==> src/rtl/dram_pkg.sv <==
// Shared types and defaults for the two-client DRAM arbiter.
package dram_pkg;

    localparam int unsigned ADDR_W_DEF = 20;
    localparam int unsigned DATA_W_DEF = 8;

    // Sequencer state: normal service or refresh blackout.
    typedef enum logic {
        Serve   = 1'b0,
        Refresh = 1'b1
    } state_t;

    // Requester identifier (two clients).
    typedef logic client_id_t;

endpackage

==> src/rtl/dram_arbiter_tag_pipe.sv <==
// Read-return tag pipe: delays {valid, client id} by DEPTH cycles so the tag
// lines up with the DRAM read data it belongs to.
module rd_tag_pipe
    import dram_pkg::*;
#(
    parameter int unsigned DEPTH = 1
) (
    input  logic       clk,
    input  logic       rst,
    input  logic       in_valid,
    input  client_id_t in_id,
    output logic       out_valid,
    output client_id_t out_id
);

    logic [DEPTH-1:0] valid_q;
    client_id_t       id_q [DEPTH];

    // Shift register; reset drops every in-flight tag.
    always_ff @(posedge clk or posedge rst) begin
        if (rst) begin
            valid_q <= '0;
            for (int i = 0; i < int'(DEPTH); i++) begin
                id_q[i] <= 1'b0;
            end
        end else begin
            valid_q[0] <= in_valid;
            id_q[0]    <= in_id;
            for (int i = 1; i < int'(DEPTH); i++) begin
                valid_q[i] <= valid_q[i-1];
                id_q[i]    <= id_q[i-1];
            end
        end
    end

    assign out_valid = valid_q[DEPTH-1];
    assign out_id    = id_q[DEPTH-1];

endmodule

==> src/rtl/dram_arbiter.sv <==
// Two-client round-robin arbiter and command sequencer in front of a DRAM
// with separate read and write ports. One registered command per cycle, with
// a periodic refresh blackout during which nothing is granted.
module dram_arbiter
    import dram_pkg::*;
#(
    parameter int unsigned ADDR_W     = ADDR_W_DEF,
    parameter int unsigned DATA_W     = DATA_W_DEF,
    parameter int unsigned RD_LAT     = 1,
    parameter int unsigned REF_PERIOD = 64,
    parameter int unsigned REF_CYCLES = 4
) (
    input  logic              clk,
    input  logic              rst,
    input  logic              c0_req,
    input  logic              c0_we,
    input  logic [ADDR_W-1:0] c0_addr,
    input  logic [DATA_W-1:0] c0_wdata,
    output logic              c0_gnt,
    output logic              c0_rvalid,
    output logic [DATA_W-1:0] c0_rdata,
    input  logic              c1_req,
    input  logic              c1_we,
    input  logic [ADDR_W-1:0] c1_addr,
    input  logic [DATA_W-1:0] c1_wdata,
    output logic              c1_gnt,
    output logic              c1_rvalid,
    output logic [DATA_W-1:0] c1_rdata,
    output logic              mem_ren,
    output logic              mem_wen,
    output logic [ADDR_W-1:0] mem_raddr,
    output logic [ADDR_W-1:0] mem_waddr,
    output logic [DATA_W-1:0] mem_wdata,
    input  logic [DATA_W-1:0] mem_rdata,
    output logic              ref_active
);

    localparam int unsigned CNT_MAX = (REF_PERIOD > REF_CYCLES) ? REF_PERIOD : REF_CYCLES;
    localparam int unsigned CNT_W   = (CNT_MAX > 1) ? $clog2(CNT_MAX) : 1;

    state_t            state;
    logic [CNT_W-1:0]  ref_cnt;
    client_id_t        last_gnt;
    client_id_t        issue_id;

    logic              period_end;
    logic              grant_ok;
    logic              any_gnt;
    client_id_t        win_id;
    logic              win_we;
    logic [ADDR_W-1:0] win_addr;
    logic [DATA_W-1:0] win_wdata;

    logic              tag_valid;
    client_id_t        tag_id;

    // The last SERVE cycle of a period is reserved so refresh starts cleanly.
    assign period_end = (ref_cnt == CNT_W'(REF_PERIOD - 1));
    assign grant_ok   = (state == Serve) && !period_end;

    // Round-robin grant: on conflict the client that did not win last time goes.
    always_comb begin
        c0_gnt = 1'b0;
        c1_gnt = 1'b0;
        if (grant_ok) begin
            if (c0_req && c1_req) begin
                c0_gnt = (last_gnt == 1'b1);
                c1_gnt = (last_gnt == 1'b0);
            end else begin
                c0_gnt = c0_req;
                c1_gnt = c1_req;
            end
        end
    end

    // Winner's command mux.
    always_comb begin
        any_gnt   = c0_gnt | c1_gnt;
        win_id    = c1_gnt;
        win_we    = c1_gnt ? c1_we    : c0_we;
        win_addr  = c1_gnt ? c1_addr  : c0_addr;
        win_wdata = c1_gnt ? c1_wdata : c0_wdata;
    end

    // Refresh sequencer FSM with registered ref_active.
    always_ff @(posedge clk or posedge rst) begin
        if (rst) begin
            state      <= Serve;
            ref_cnt    <= '0;
            ref_active <= 1'b0;
        end else begin
            unique case (state)
                Serve: begin
                    if (period_end) begin
                        state      <= Refresh;
                        ref_cnt    <= '0;
                        ref_active <= 1'b1;
                    end else begin
                        ref_cnt <= ref_cnt + 1'b1;
                    end
                end
                Refresh: begin
                    if (ref_cnt == CNT_W'(REF_CYCLES - 1)) begin
                        state      <= Serve;
                        ref_cnt    <= '0;
                        ref_active <= 1'b0;
                    end else begin
                        ref_cnt <= ref_cnt + 1'b1;
                    end
                end
                default: begin
                    state      <= Serve;
                    ref_cnt    <= '0;
                    ref_active <= 1'b0;
                end
            endcase
        end
    end

    // Round-robin pointer; starts at 1 so client 0 wins the first conflict.
    always_ff @(posedge clk or posedge rst) begin
        if (rst) begin
            last_gnt <= 1'b1;
        end else if (any_gnt) begin
            last_gnt <= win_id;
        end
    end

    // Command issue register; address/data hold when no matching command.
    always_ff @(posedge clk or posedge rst) begin
        if (rst) begin
            mem_ren   <= 1'b0;
            mem_wen   <= 1'b0;
            mem_raddr <= '0;
            mem_waddr <= '0;
            mem_wdata <= '0;
            issue_id  <= 1'b0;
        end else begin
            mem_ren <= any_gnt && !win_we;
            mem_wen <= any_gnt && win_we;
            if (any_gnt) begin
                issue_id <= win_id;
            end
            if (any_gnt && !win_we) begin
                mem_raddr <= win_addr;
            end
            if (any_gnt && win_we) begin
                mem_waddr <= win_addr;
                mem_wdata <= win_wdata;
            end
        end
    end

    rd_tag_pipe #(
        .DEPTH (RD_LAT)
    ) u_tag_pipe (
        .clk       (clk),
        .rst       (rst),
        .in_valid  (mem_ren),
        .in_id     (issue_id),
        .out_valid (tag_valid),
        .out_id    (tag_id)
    );

    assign c0_rvalid = tag_valid && (tag_id == 1'b0);
    assign c1_rvalid = tag_valid && (tag_id == 1'b1);
    assign c0_rdata  = mem_rdata;
    assign c1_rdata  = mem_rdata;

endmodule

==> config.mk <==
export PLATFORM = sky130hd
export DESIGN_NAME = dram_arbiter
export DESIGN_NICKNAME = d
export VERILOG_FILES = /design/src/rtl/dram_pkg.sv /design/src/rtl/dram_arbiter_tag_pipe.sv /design/src/rtl/dram_arbiter.sv
export SDC_FILE = /design/constraint.sdc
export NUM_CORES = 1
export LEC_CHECK = 0
export ABC_AREA = 1
export CELL_PAD_IN_SITES_DETAIL_PLACEMENT = 1
export CELL_PAD_IN_SITES_GLOBAL_PLACEMENT = 2
export CORE_MARGIN = 2
export CORE_UTILIZATION = 24
export CTS_BUF_LIST = sky130_fd_sc_hd__clkbuf_16
export DETAILED_ROUTE_END_ITERATION = 10
export GPL_ROUTABILITY_DRIVEN = 0
export GPL_TIMING_DRIVEN = 0
export MAX_ROUTING_LAYER = met4
export PLACE_DENSITY = 0.95
export SKIP_CTS_REPAIR_TIMING = 1
export SLEW_MARGIN = 20
export SYNTH_ARGS = -nofsm -noshare
export SYNTH_HDL_FRONTEND = slang
export SYNTH_SLANG_ARGS = --single-unit
==> constraint.sdc <==
create_clock -name clk -period 3.25 [get_ports clk]
set_clock_uncertainty 0.05 [all_clocks]
set_input_delay 0.4875 -clock clk [delete_from_list [all_inputs] [get_ports clk]]
set_output_delay 0.4875 -clock clk [all_outputs]
set_load 0.02 [all_outputs]
== Word level (Yosys, flattened, before mapping) ==
Index checks and enable logic that the tools add are counted.
Cells by class
  add/sub/neg operators: 1
  multipliers: 0
  div/mod/pow operators: 0
  order comparisons: 0
  eq/ne operators: 4
  shift operators: 0
  mux-type cells: 16
  bitwise logic cells: 4
  reductions and logical operators: 9
Operators by type and width (count)
  $mux 20: 1
  $mux 6: 2
  $pmux 6 s2: 1
  $mux 1: 9
  $mux 8: 1
  $add 6x1->6 const B: 1
  $eq 6x2->1 const B: 1
  $eq 6x6->1 const B: 1
  $logic_and 1x1->1: 6
  $pmux 1 s2: 2
  $not 1->1: 3
  $logic_not 1->1: 2
  $ne 2x1->1 const B: 1
  $ne 2x2->1 const B: 1
  $reduce_and 2->1: 1
  $or 1x1->1: 1
Word-level totals
  register bits after elaboration: 62
  latch bits: 0
  memory bits (writable): 0
  memory bits (read-only): 0
  output and inout bits: 71
  word-level logic and storage cells: 46
  memories kept: 0

== Longest topological paths before layout ==
  depth in word-level cells: 7
  mapped depth: 11
  gate-level depth less buffers: 10

== Cells and area by module ==
A second synthesis with hierarchy kept.
Second synthesis, totals
  cell total of the unflattened synthesis: 393
  area, all modules: 3141.8 µm²
Modules (own cells, without submodules)
  dram_arbiter: instances 1, cells each 390, area each 3088.0 µm²
  rd_tag_pipe: instances 1, cells each 3, area each 53.8 µm²

== Worst setup path after synthesis ==
OpenSTA, ideal clock, no wires.
  kind: reg-to-output
  from: reg ref_cnt[0]
  to: out c1_gnt
  data arrival time: 1.289 ns
  required time: 2.712 ns
  path slack: 1.423 ns
  stages on the path, launching flop included: 8
  path buffers: 1
  cell sequence: dfrtp_1 > ha_1 > nand2_2 > nor2_4 > nand2_2 > nand3_4 > buf_2 > inv_1
On the way
  longest elaborated chain between the ends: 4
Ends and longest elaborated chain
  from (decl): RTL line dram_arbiter.sv:42  | logic [CNT_W-1:0] ref_cnt;
  from (signal assigned): RTL line dram_arbiter.sv:99  | ref_cnt <= ref_cnt + 1'b1;
  from (signal assigned): RTL line dram_arbiter.sv:108  | ref_cnt <= ref_cnt + 1'b1;
  $eq 6x6->1: RTL line dram_arbiter.sv:58  | assign period_end = (ref_cnt == CNT_W'(REF_PERIOD - 1));
  $logic_not 1->1: RTL line dram_arbiter.sv:59  | assign grant_ok = (state == Serve) && !period_end;
  $logic_and 1x1->1: RTL line dram_arbiter.sv:59
  $mux 1: RTL line dram_arbiter.sv:65  | if (grant_ok) begin
  to (decl): RTL line dram_arbiter.sv:26  | output logic c1_gnt,
Every way passes these cells.

== Final worst setup path ==
  from: in c1_req
  to: out c1_gnt
On the way
  longest elaborated chain between the ends: 3
Ends and longest elaborated chain
  from (decl): RTL line dram_arbiter.sv:22  | input logic c1_req,
  $logic_and 1x1->1: RTL line dram_arbiter.sv:66  | if (c0_req && c1_req) begin
  $mux 1 (*): RTL line dram_arbiter.sv:66
  $mux 1 (*): RTL line dram_arbiter.sv:65
Every way passes the cells marked *; elsewhere a longest branch is shown, timed or not.

==> metrics <==
clk sinks 62; top post-synthesis cells by area dfrtp_1, nand2_1, nand3_1, nand4_1, buf_4; nets@finish 610; fin crit share 0.877; Inserted Clock Buffers 9; WHS 339 ps; Hold Path End u_tag_pipe.out_valid; share of cells above drive strength 1 0.123; Tot GR Track Use 0.175; post-synth cell types 27; Post-synth EDFFs 0; Final Cell Area 5040 um2; Crit path required time 2710 ps; worst slew pin tran between 500 and 600 ps; core box area 12,700 um2; Vias/cell 4.48; mux contribution to synthesized area 0; hold path depth 0; Non-Filler Instances 716; # fillers 1,583; H-tree depth 3; drt total wl 11,500 um; DIE AREA 14,100 um2; ANT nets after route 0; Synth top area share 0.483; Final Hold Viols 0; status complete, no violations; initial antenna violation count 0; TNS Setup 0 ps; P_leak roughly 2.5 nW; vias post-DR 3,210; Placed Area about 4700 um2; CP max FO 10; Synth async-reset ratio 1.00; Psw approximately 0.00096 W; Seq pwr share 0.337; Comb power frac 0.324; worst min path class register to register; clock root buffer clkbuf_16; top post-synthesis cells by count nand2_1, dfrtp_1, nand3_1; crit path kind primary input to output port; Switching Share 0.320; min Tclk post-route between 2000 and 3000 ps; Avg WL per Cell 16.1 um; Slew headroom 0.601; Die W 119 um; Critical R2R Capture mem_raddr[2]; CTS tree done; number of placement rows 41; Main synth FF type dfrtp_1; clk_lat worst skew roughly 320 ps; Slew Viols, Final 0; cell with the most instances after synthesis nand2_1; first-pass GRT wire length approximately 19,000 um; Synth Area in Simple Gates 0.375; clock network power share 0.340; Synth Area in Compound Gates 0.0139; FF+latch count, synth 62; Reg2Reg Depth 9; residual DRC count 0; Yosys warnings 0; die height ~120 um; XOR/XNOR Fraction of Synth Area 0.00277; RSZ-0062 raised after global routing false; CTS Buffer Depth 2; VDD IR max 0.000233 V; Worst Setup End Kind output port; Synth-to-Final Area Change 59.6%; hpwl dp about 8700 um; diodes inserted 0; vias in the first global route ~3,600; CP bufs+invs 5; Synth area leader dfrtp_1; CP Cell Sequence clkdlybuf4s50_1 > inv_1 > a21oi_2 > nand3_4 > buf_2 > inv_1 > clkdlybuf4s50_1; first-pass detailed-route iteration total 4; max frequency 351 MHz; Max-cap violations 0; sequential cell area fraction in the yosys report 0.492; Synth Instances 395; Crit Reg-Reg Startpoint ref_cnt[0]; Critical Path Max Stage Delay around 600 ps; largest family of logic cells by synthesized area simple AND/OR/NAND/NOR gates; Syn Nets 466; P_int 0.00204 W; Hold Startpoint mem_ren; initial core utilization 0.248; PortBufs 132; Worst R2R Setup Slack between 1000 and 1500 ps; syn_area_per_cell 8.00 um2; post-synthesis instance area 3160 um2; synthesized-area fraction occupied by adder cells 0.00396; Final setup violation count 0; largest net degree at the start of global routing between 40 and 50; clk slew on worst S/H paths 60 ps; Worst path slowest cell clkdlybuf4s50_1; pwr dens 595 nW/um2; Arr. time, crit path 2310 ps; CP delay by family, top buffers and inverters; Worst setup SP type primary input; GR Overflow Total 0; num ports around 140; Inst Count DP 700; initial DRC count 125
[layout make-up]
cell class / instances / area [um2] / share of cell area
sequential: 62 / 1550 / 0.308
clock inverter: 7 / 90.1 / 0.0179
buffer: 42 / 282 / 0.0559
inverter: 20 / 77.6 / 0.0154
timing repair buffer: 133 / 1350 / 0.268
clock buffer: 9 / 225 / 0.0447
tap: 172 / 215 / 0.0427
multi-input combinational: 271 / 1250 / 0.248
[worst register-to-register path, cell delays in order, from the launching register on]
cell      delay [ps]
dfrtp_1          410
ha_1             250
nand2_2          100
nor2_4            50
nand2_2          140
nand3_2          150
nand2_4          120
clkbuf_1         430
nand3_1          170
nand2_1          100
[per-layer routing]
metal  vias to the layer above  track usage  wire length [um]
met1                      1555        0.202              5020
met2                        84        0.303              5860
met3                        18       0.0299               434
li1                       1553            -                 -
met5                         -            -                 0
met4                         0       0.0632               237
[state kept, by name (all words and copies together) (netlist names)]
name                  cells
mem_waddr                20
u_tag_pipe.out_valid      1
mem_ren                   1
issue_id                  1
mem_wen                   1
mem_wdata                 8
ref_active                1
ref_cnt                   6
u_tag_pipe.out_id         1
state                     1
last_gnt                  1
mem_raddr                20
[metrics by stage]
step | utilization | power [W] | setup WS (ps)
finish | 0.396 | 0.00300 | 398
detailed placement | 0.371 | 0.00200 | 395
CTS | 0.396 | 0.00303 | 387
global route | 0.396 | 0.00315 | 309
global placement | 0.369 | 0.00197 | 30.3
floorplan | - | 0.00148 | 1170
[cell usage in the layout (no fill, tap or decap), types with 2 or more instances in the layout]
cell and count:
buf_1 3, buf_2 12, buf_4 19, buf_6 5
bufinv_16 2, clkbuf_1 3, clkbuf_16 9, clkdlybuf4s50_1 132
dfrtp_1 61, inv_1 18, inv_2 3, nand2_1 165
nand2_2 4, nand3_1 50, nand3_2 2, nand4_1 32
nor2_1 4, o21ai_0 3
[worst max-delay path by stage]
stage / endpoint / from / depth (start not counted) / slack, ps
2_1_floorplan: issue_id / rst / 1 / 1170
3_3_place_gp: mem_raddr[13] / rst / 2 / 30
3_5_place_dp: c1_gnt / c1_req / 7 / 390
4_1_cts: c1_gnt / c1_req / 7 / 390
5_1_grt: c1_gnt / ref_cnt[0] / 8 / 310
6_report: c1_gnt / c1_req / 7 / 400
[power by group through the flow]
stage	logic (W)	registers [W]	clock network, W
2_1_floorplan	0.000303	0.00118	0
3_3_place_gp	0.000954	0.00102	0
3_5_place_dp	0.000981	0.00102	0
4_1_cts	0.000986	0.00101	0.00103
5_1_grt	0.00105	0.00103	0.00107
6_report	0.000971	0.00101	0.00102
[cells by family (layout without fill, tap and decap cells)]
| kind of cell | count (synthesis) | after routing |
|---|---|---|
| compound gates | 7 | 7 |
| xor+xnor | 1 | 1 |
| fa+ha+maj | 1 | 1 |
| buf+inv | 62 | 211 |
| flops | 62 | 62 |
| simple gates | 262 | 262 |
(Power assumes the default switching activity.)
